===== src/rtl/simon_controller.sv =====
// Simon game sequencing FSM: turns advance pulses and datapath status flags
// into datapath control strobes, the LED mode indicator and the win flag.
module simon_controller #(
  parameter int MAX_ROUNDS = 64
) (
  input  logic       clk,
  input  logic       reset,
  input  logic       advance,
  input  logic       is_legal,
  input  logic       input_eq_pattern,
  input  logic       index_lt_count,
  output logic       w_en,
  output logic       set_level,
  output logic       read_Memory,
  output logic       cnt_count,
  output logic       clr_count,
  output logic       cnt_index,
  output logic       clr_index,
  output logic [2:0] mode_leds,
  output logic       game_won
);

  localparam int RW = $clog2(MAX_ROUNDS) + 1;
  localparam logic [RW-1:0] LAST_ROUND = RW'(MAX_ROUNDS - 1);

  typedef enum logic [1:0] {
    S_INPUT    = 2'd0,
    S_PLAYBACK = 2'd1,
    S_REPEAT   = 2'd2,
    S_DONE     = 2'd3
  } state_t;

  state_t        state, state_nxt;
  logic [RW-1:0] round_q;
  logic          round_inc;
  logic          won_set;
  logic          won_clr;
  logic          last_round;

  // round_q counts completed rounds; the round being finished is the last when round_q + 1 == MAX_ROUNDS
  assign last_round = (round_q == LAST_ROUND);

  always_ff @(posedge clk) begin
    if (reset) begin
      state    <= S_INPUT;
      round_q  <= '0;
      game_won <= 1'b0;
    end else begin
      state <= state_nxt;
      if (round_inc) round_q <= round_q + 1'b1;
      if (won_set)      game_won <= 1'b1;
      else if (won_clr) game_won <= 1'b0;
    end
  end

  always_comb begin
    state_nxt = state;
    round_inc = 1'b0;
    won_set   = 1'b0;
    won_clr   = 1'b0;
    if (advance) begin
      case (state)
        S_INPUT: begin
          if (is_legal) state_nxt = S_PLAYBACK;
        end
        S_PLAYBACK: begin
          if (!index_lt_count) state_nxt = S_REPEAT;
        end
        S_REPEAT: begin
          if (!input_eq_pattern) begin
            state_nxt = S_DONE;
            won_clr   = 1'b1;
          end else if (!index_lt_count) begin
            if (last_round) begin
              state_nxt = S_DONE;
              won_set   = 1'b1;
            end else begin
              state_nxt = S_INPUT;
              round_inc = 1'b1;
            end
          end
        end
        default: state_nxt = S_DONE;
      endcase
    end
  end

  always_comb begin
    w_en        = 1'b0;
    set_level   = 1'b0;
    cnt_count   = 1'b0;
    clr_count   = 1'b0;
    cnt_index   = 1'b0;
    clr_index   = 1'b0;
    read_Memory = 1'b0;
    mode_leds   = 3'b001;
    case (state)
      S_INPUT:    begin mode_leds = 3'b001; read_Memory = 1'b0; end
      S_PLAYBACK: begin mode_leds = 3'b010; read_Memory = 1'b1; end
      S_REPEAT:   begin mode_leds = 3'b100; read_Memory = 1'b0; end
      default:    begin mode_leds = 3'b111; read_Memory = 1'b1; end
    endcase
    // Reset wins over advance; it also clears the datapath count/index and latches the level.
    if (reset) begin
      set_level = 1'b1;
      clr_count = 1'b1;
      clr_index = 1'b1;
    end else if (advance) begin
      case (state)
        S_INPUT: begin
          if (is_legal) begin
            w_en      = 1'b1;
            clr_index = 1'b1;
          end
        end
        S_PLAYBACK: begin
          if (index_lt_count) cnt_index = 1'b1;
          else                clr_index = 1'b1;
        end
        S_REPEAT: begin
          if (!input_eq_pattern) begin
            clr_index = 1'b1;
          end else if (index_lt_count) begin
            cnt_index = 1'b1;
          end else begin
            clr_index = 1'b1;
            // On the winning match count stays put so the datapath count never wraps.
            if (!last_round) cnt_count = 1'b1;
          end
        end
        default: begin
          if (index_lt_count) cnt_index = 1'b1;
          else                clr_index = 1'b1;
        end
      endcase
    end
  end

endmodule

===== config.mk =====
export PLATFORM = sky130hd
export DESIGN_NAME = simon_controller
export DESIGN_NICKNAME = d
export VERILOG_FILES = /design/src/rtl/simon_controller.sv
export SDC_FILE = /design/constraint.sdc
export NUM_CORES = 1
export LEC_CHECK = 0
export ABC_AREA = 1
export BUFFER_PORTS_ARGS = -buffer_cell sky130_fd_sc_hd__buf_2
export CAP_MARGIN = 0
export CORE_MARGIN = 2
export CORE_UTILIZATION = 49
export CTS_BUF_LIST = sky130_fd_sc_hd__clkbuf_4
export DETAILED_ROUTE_END_ITERATION = 16
export GPL_ROUTABILITY_DRIVEN = 0
export MAX_ROUTING_LAYER = met4
export PLACE_DENSITY = 0.79
export REMOVE_ABC_BUFFERS = 1
export SYNTH_ARGS = -nofsm -noshare
export SYNTH_HDL_FRONTEND = slang
export SYNTH_SLANG_ARGS = --single-unit

===== constraint.sdc =====
create_clock -name clk -period 1.1 [get_ports clk]
set_input_delay 0 -clock clk [delete_from_list [all_inputs] [get_ports clk]]
set_output_delay 0 -clock clk [all_outputs]
set_load 0.01 [all_outputs]

# Word level (Yosys, flattened, before mapping)
# Index checks and enable logic that the tools add are counted.
word_totals:
  ff_bits: 10
  out_inout_bits: 11
  romBits: 0
  latch_bits: 0
  inputBits: 6
  word_cells: 53
  ram_bits: 0
  mem_count: 0
classes:
  n_lt_le_gt_ge: 0
  multipliers: 0
  bitwise: 0
  reduce_logical: 4
  n_mux: 39
  div: 0
  n_eq_ne: 6
  shift: 0
  add_sub_neg: 1
op_table:
  columns: ["op", "n"]
  rows:
  - ["two-way mux 1 bit", 30]
  - ["two-way mux 2 bit", 5]
  - ["case mux 3 bit (3 select lines)", 1]
  - ["adder 7 x 1 -> 7 bit (second input constant)", 1]
  - ["equality test 7 x 6 -> 1 bit (second input constant)", 1]
  - ["case mux 2 bit (3 select lines)", 1]
  - ["inequality test 2 bit (second input constant)", 2]
  - ["case mux 1 bit (2 select lines)", 2]
  - ["AND reduction 4 bit", 1]
  - ["inequality test 3 bit (second input constant)", 1]
  - ["equality test 2 x 1 -> 1 bit (second input constant)", 1]
  - ["equality test 2 bit (second input constant)", 1]
  - ["zero test 2 bit", 1]
  - ["nonzero test 2 bit", 1]
  - ["OR reduction 2 bit", 1]

# Longest topological paths before layout
depth:
  word_depth: 7
  mapped_depth: 8

# Worst setup path before layout
# OpenSTA, ideal clock, no wires.
synth_timing:
  path_type: "flip-flop to output port"
  from: "register state[0]"
  to: "output cnt_index"
  setup_slack_ps: -140
  stages_incl_launch_ff: 6
  arrival_time_ps: 1240
  n_path_buf: 0
  path_cell_list: "dfxtp_1 > inv_1 > ha_1 > nor2_1 > a21oi_1 > nor3_1"
synth_via:
  elab_chain_len: 4
synth_rtl:
  columns: ["element", "line", "source"]
  rows:
  - ["start: declaration", "33", "state_t state, state_nxt;"]
  - ["start signal: assignment", "49", "state <= state_nxt;"]
  - ["equality test 2 bit or zero test 2 bit (tied branches)", "109", "case (state)"]
  - ["case mux 1 bit (2 select lines) *", "109", null]
  - ["two-way mux 1 bit *", "108", "end else if (advance) begin"]
  - ["two-way mux 1 bit *", "104", "if (reset) begin"]
  - ["end: declaration", "17", "output logic cnt_index,"]
# Every way passes the cells marked *; elsewhere a longest branch is shown, timed or not.

# Worst setup path after layout
layout_timing:
  from: "register state[0]"
  to: "output clr_index"
layout_via:
  elab_chain_len: 4
layout_rtl:
  columns: ["element", "line", "source"]
  rows:
  - ["equality test 2 bit or zero test 2 bit (tied branches)", "109", null]
  - ["case mux 1 bit (2 select lines) *", "109", null]
  - ["two-way mux 1 bit *", "108", null]
  - ["two-way mux 1 bit *", "104", null]
  - ["end: declaration", "18", "output logic clr_index,"]
# Marks and branches as above.

==> metrics.md <==
| Metric | Value |
|---|---|
| Fin util | a little under 100% |
| Die width | 42.5 µm |
| Chip height | 42.5 µm |
| First-pass GRT wire length | 3800 µm |
| Clk_lat worst skew | roughly 0.3 ns |
| DRT antenna net count | 0 |
| # diodes | 0 |
| Critical Path RT | between 1 and 1.5 ns |
| Crit-path slowest cell | dfxtp_2 |
| Initial antenna violation count | 0 |
| Crit Path Max Fanout | 3 |
| Share of layout cells above drive strength 1 | about two thirds |
| Vias per cell | 6.71 |
| Fin nets | ~160 |
| Final period utilization | 149% |
| Post-synth top area share | between 20% and 30% |
| Syn avg cell area | just under 7 µm² |
| Crit path capture type | output pin |
| Final Non-Filler Cells | roughly 160 |
| Hold Violations, Final | 0 |
| Fmax | roughly 0.61 GHz |
| Total grt overflow | 0 |
| DRC | 0 |
| H-tree levels | 1 |
| Vias | 1100 |
| Worst setup SP type | flip-flop |
| PortBufs | 16 |
| Top cells by area, synth | dfxtp_1 (28%), nand2_1 (14%), ha_1 (8.6%), inv_1 (8.3%), nor2_1 (5.7%) |
| YS warnings | 0 |
| Post-synthesis sequential area ratio | between 20 and 30% |
| Distinct cells, synth | 24 |
| VDD IR max | approximately 1.2 mV |
| Core area | between 0.001 and 0.0015 mm² |
| R2r setup slk | -0.35 ns |
| Met2 WL | 1700 µm |
| Die Area | between 0.0015 and 0.002 mm² |
| TNS Setup | -5.10 ns |
| TritonRoute pass-1 iters | 5 |
| Total power | between 1000 and 1500 µW |
| Post-Route WL | between 3000 and 4000 µm |
| Synth Register Bits | 10 |
| Area added between synthesis and finish | 78.8% |
| DR WL met3 | 495 µm |
| Max-Cap Viols | 0 |
| DP Worst Slack | -0.181 ns |
| FP Rows | 13 |
| Pwr per Cell Area | around 1000 mW/mm² |
| # setup viols final | 18 |
| Clk root buf | clkbuf_4 |
| Clk slew on worst S/H paths | ~0.10 ns |
| CTS tree | done |
| Crit path kind | reg -> out |
| Final WS setup | -0.541 ns |
| Final slew viol count | 0 |
| RSZ-0062 raised after global routing | yes |
| Failing checks | setup timing |
| Vias in the first global route | approximately 800 |
| Worst path top cell family by delay | buffers and inverters |
| Syn Inst Count | ~110 |
| 1st-iter DRT viols | 132 |
| Avg WL per Cell | 23.5 µm |
| Worst slew pin tran | between 0.3 and 0.4 ns |
| Cell Chain, Critical Path | inv_4 -> ha_4 -> buf_6 -> nand2_2 -> inv_2 -> o21ai_2 -> nand3_1 -> buf_2 |
| Rel. slew slack | between 70% and 80% |
| Mapped cell area | 724 µm² |
| Initial core utilization | 54.3% |
| Inst Count DP | around 150 |
| Longest Clk Path Bufs | 2 |
| CTS Buf Count | 3 |
| Met1 wire length | approximately 1200 µm |
| Cts hold-fix bufs | 0 |
| DP HPWL | 1390 µm |
| Uppermost layer routed | met4 |
| CP arrival | between 1.5 and 2 ns |
| Type of the tightest min-delay check | in -> reg |
| Largest net degree at the start of global routing | 10 |
| Clock Sinks | 10 |
| IO Pins | 17 |
| WP buf/inv | 4 |
| Min Clock Period, post-route | around 1.6 ns |
| Max incr delay on CP | 0.37 ns |
| Total Routing Usage GR | between 20% and 30% |
| Area leader, netlist | dfxtp_1 |
| Run status | finished, violations left |
| Worst Skew | 0.00890 ns |
| Leakage | roughly 0.00055 µW |
[routing by layer]
layer,global-route usage (%),vias up
li1,-,424
met1,36.4,473
met2,46.5,143
met3,5.60,60
met4,13.1,0
met5,-,-
[registers in the layout, indices dropped and copies added (netlist names)]
| name | count |
|---|---|
| state | 2 |
| round_q | 7 |
| game_won | 1 |
[layout make-up]
type | instances | area (µm²)
clock buffer | 3 | 22.5
clock inverter | 1 | 3.75
fill | 22 | 38.8
inverter | 17 | 78.8
multi-input combinational | 77 | 633
sequential | 10 | 209
tap | 15 | 18.8
timing repair buffer | 41 | 329
[logic make-up (layout without fill, tap and decap cells)]
kind of cell    Yosys count  after routing  share of synthesized area (%)
buf+inv                  20             62                           11.7
xor+xnor                  1              1                           1.21
fa+ha+maj                 5              5                           8.64
flops                    10             10                           27.6
compound gates           15             15                           12.6
simple gates             56             56                           38.2
[final timing paths]
check,start,end,depth (start not counted)
max,state[0],clr_index,8
min,reset,round_q[1],3
max reg2reg,state[0],state[1],9
min reg2reg,game_won,game_won,2
[through the flow]
step / area (µm²) / hold WS, ns
5_1_grt: 1290 / 0.0560
4_1_cts: 1140 / 0.0445
6_report: 1290 / 0.0435
3_3_place_gp: 908 / 0.338
2_1_floorplan: 704 / 0
3_5_place_dp: 908 / 0.343
[what timing repair did]
item | 4_1_cts | 5_1_grt
resized for setup | 46 | 27
setup endpoints to repair | 18 | 18
buffers inserted | 6 | 7
endpoints found under the hold margin | 0 | 0
pin swaps | 11 | 14
[synthesized netlist by cell type, drive strengths merged]
cell / instances
ha: 5
buf: 3
o21ai: 5
nand4: 2
nand2: 30
nand3: 6
a31oi: 1
a21oi: 9
xnor2: 1
nor3: 4
dfxtp: 10
nor2: 14
inv: 16
clkinv: 1
[placed cells by master (no fill, tap or decap), drive strengths merged]
master	n
clkinv	2
a21oi	9
a31oi	1
xnor2	1
dfxtp	10
ha	5
inv	16
nor3	4
o21ai	5
nand2	30
nor2	14
buf	41
nand4	2
clkbuf	3
nand3	6
[worst min-delay path, delay by kind of cell]
| family | cells | cell delay, ns |
|---|---|---|
| AO/OA/AOI/OAI | 1 | 0.04 |
| buffers and inverters | 2 | 0.27 |
[power by group]
part | internal [µW] | switching (µW)
Clock | 133 | 199
Combinational | 273 | 322
Sequential | 375 | 16.6
Total | 780 | 537
Note: power is estimated with default switching activity, not from simulation.
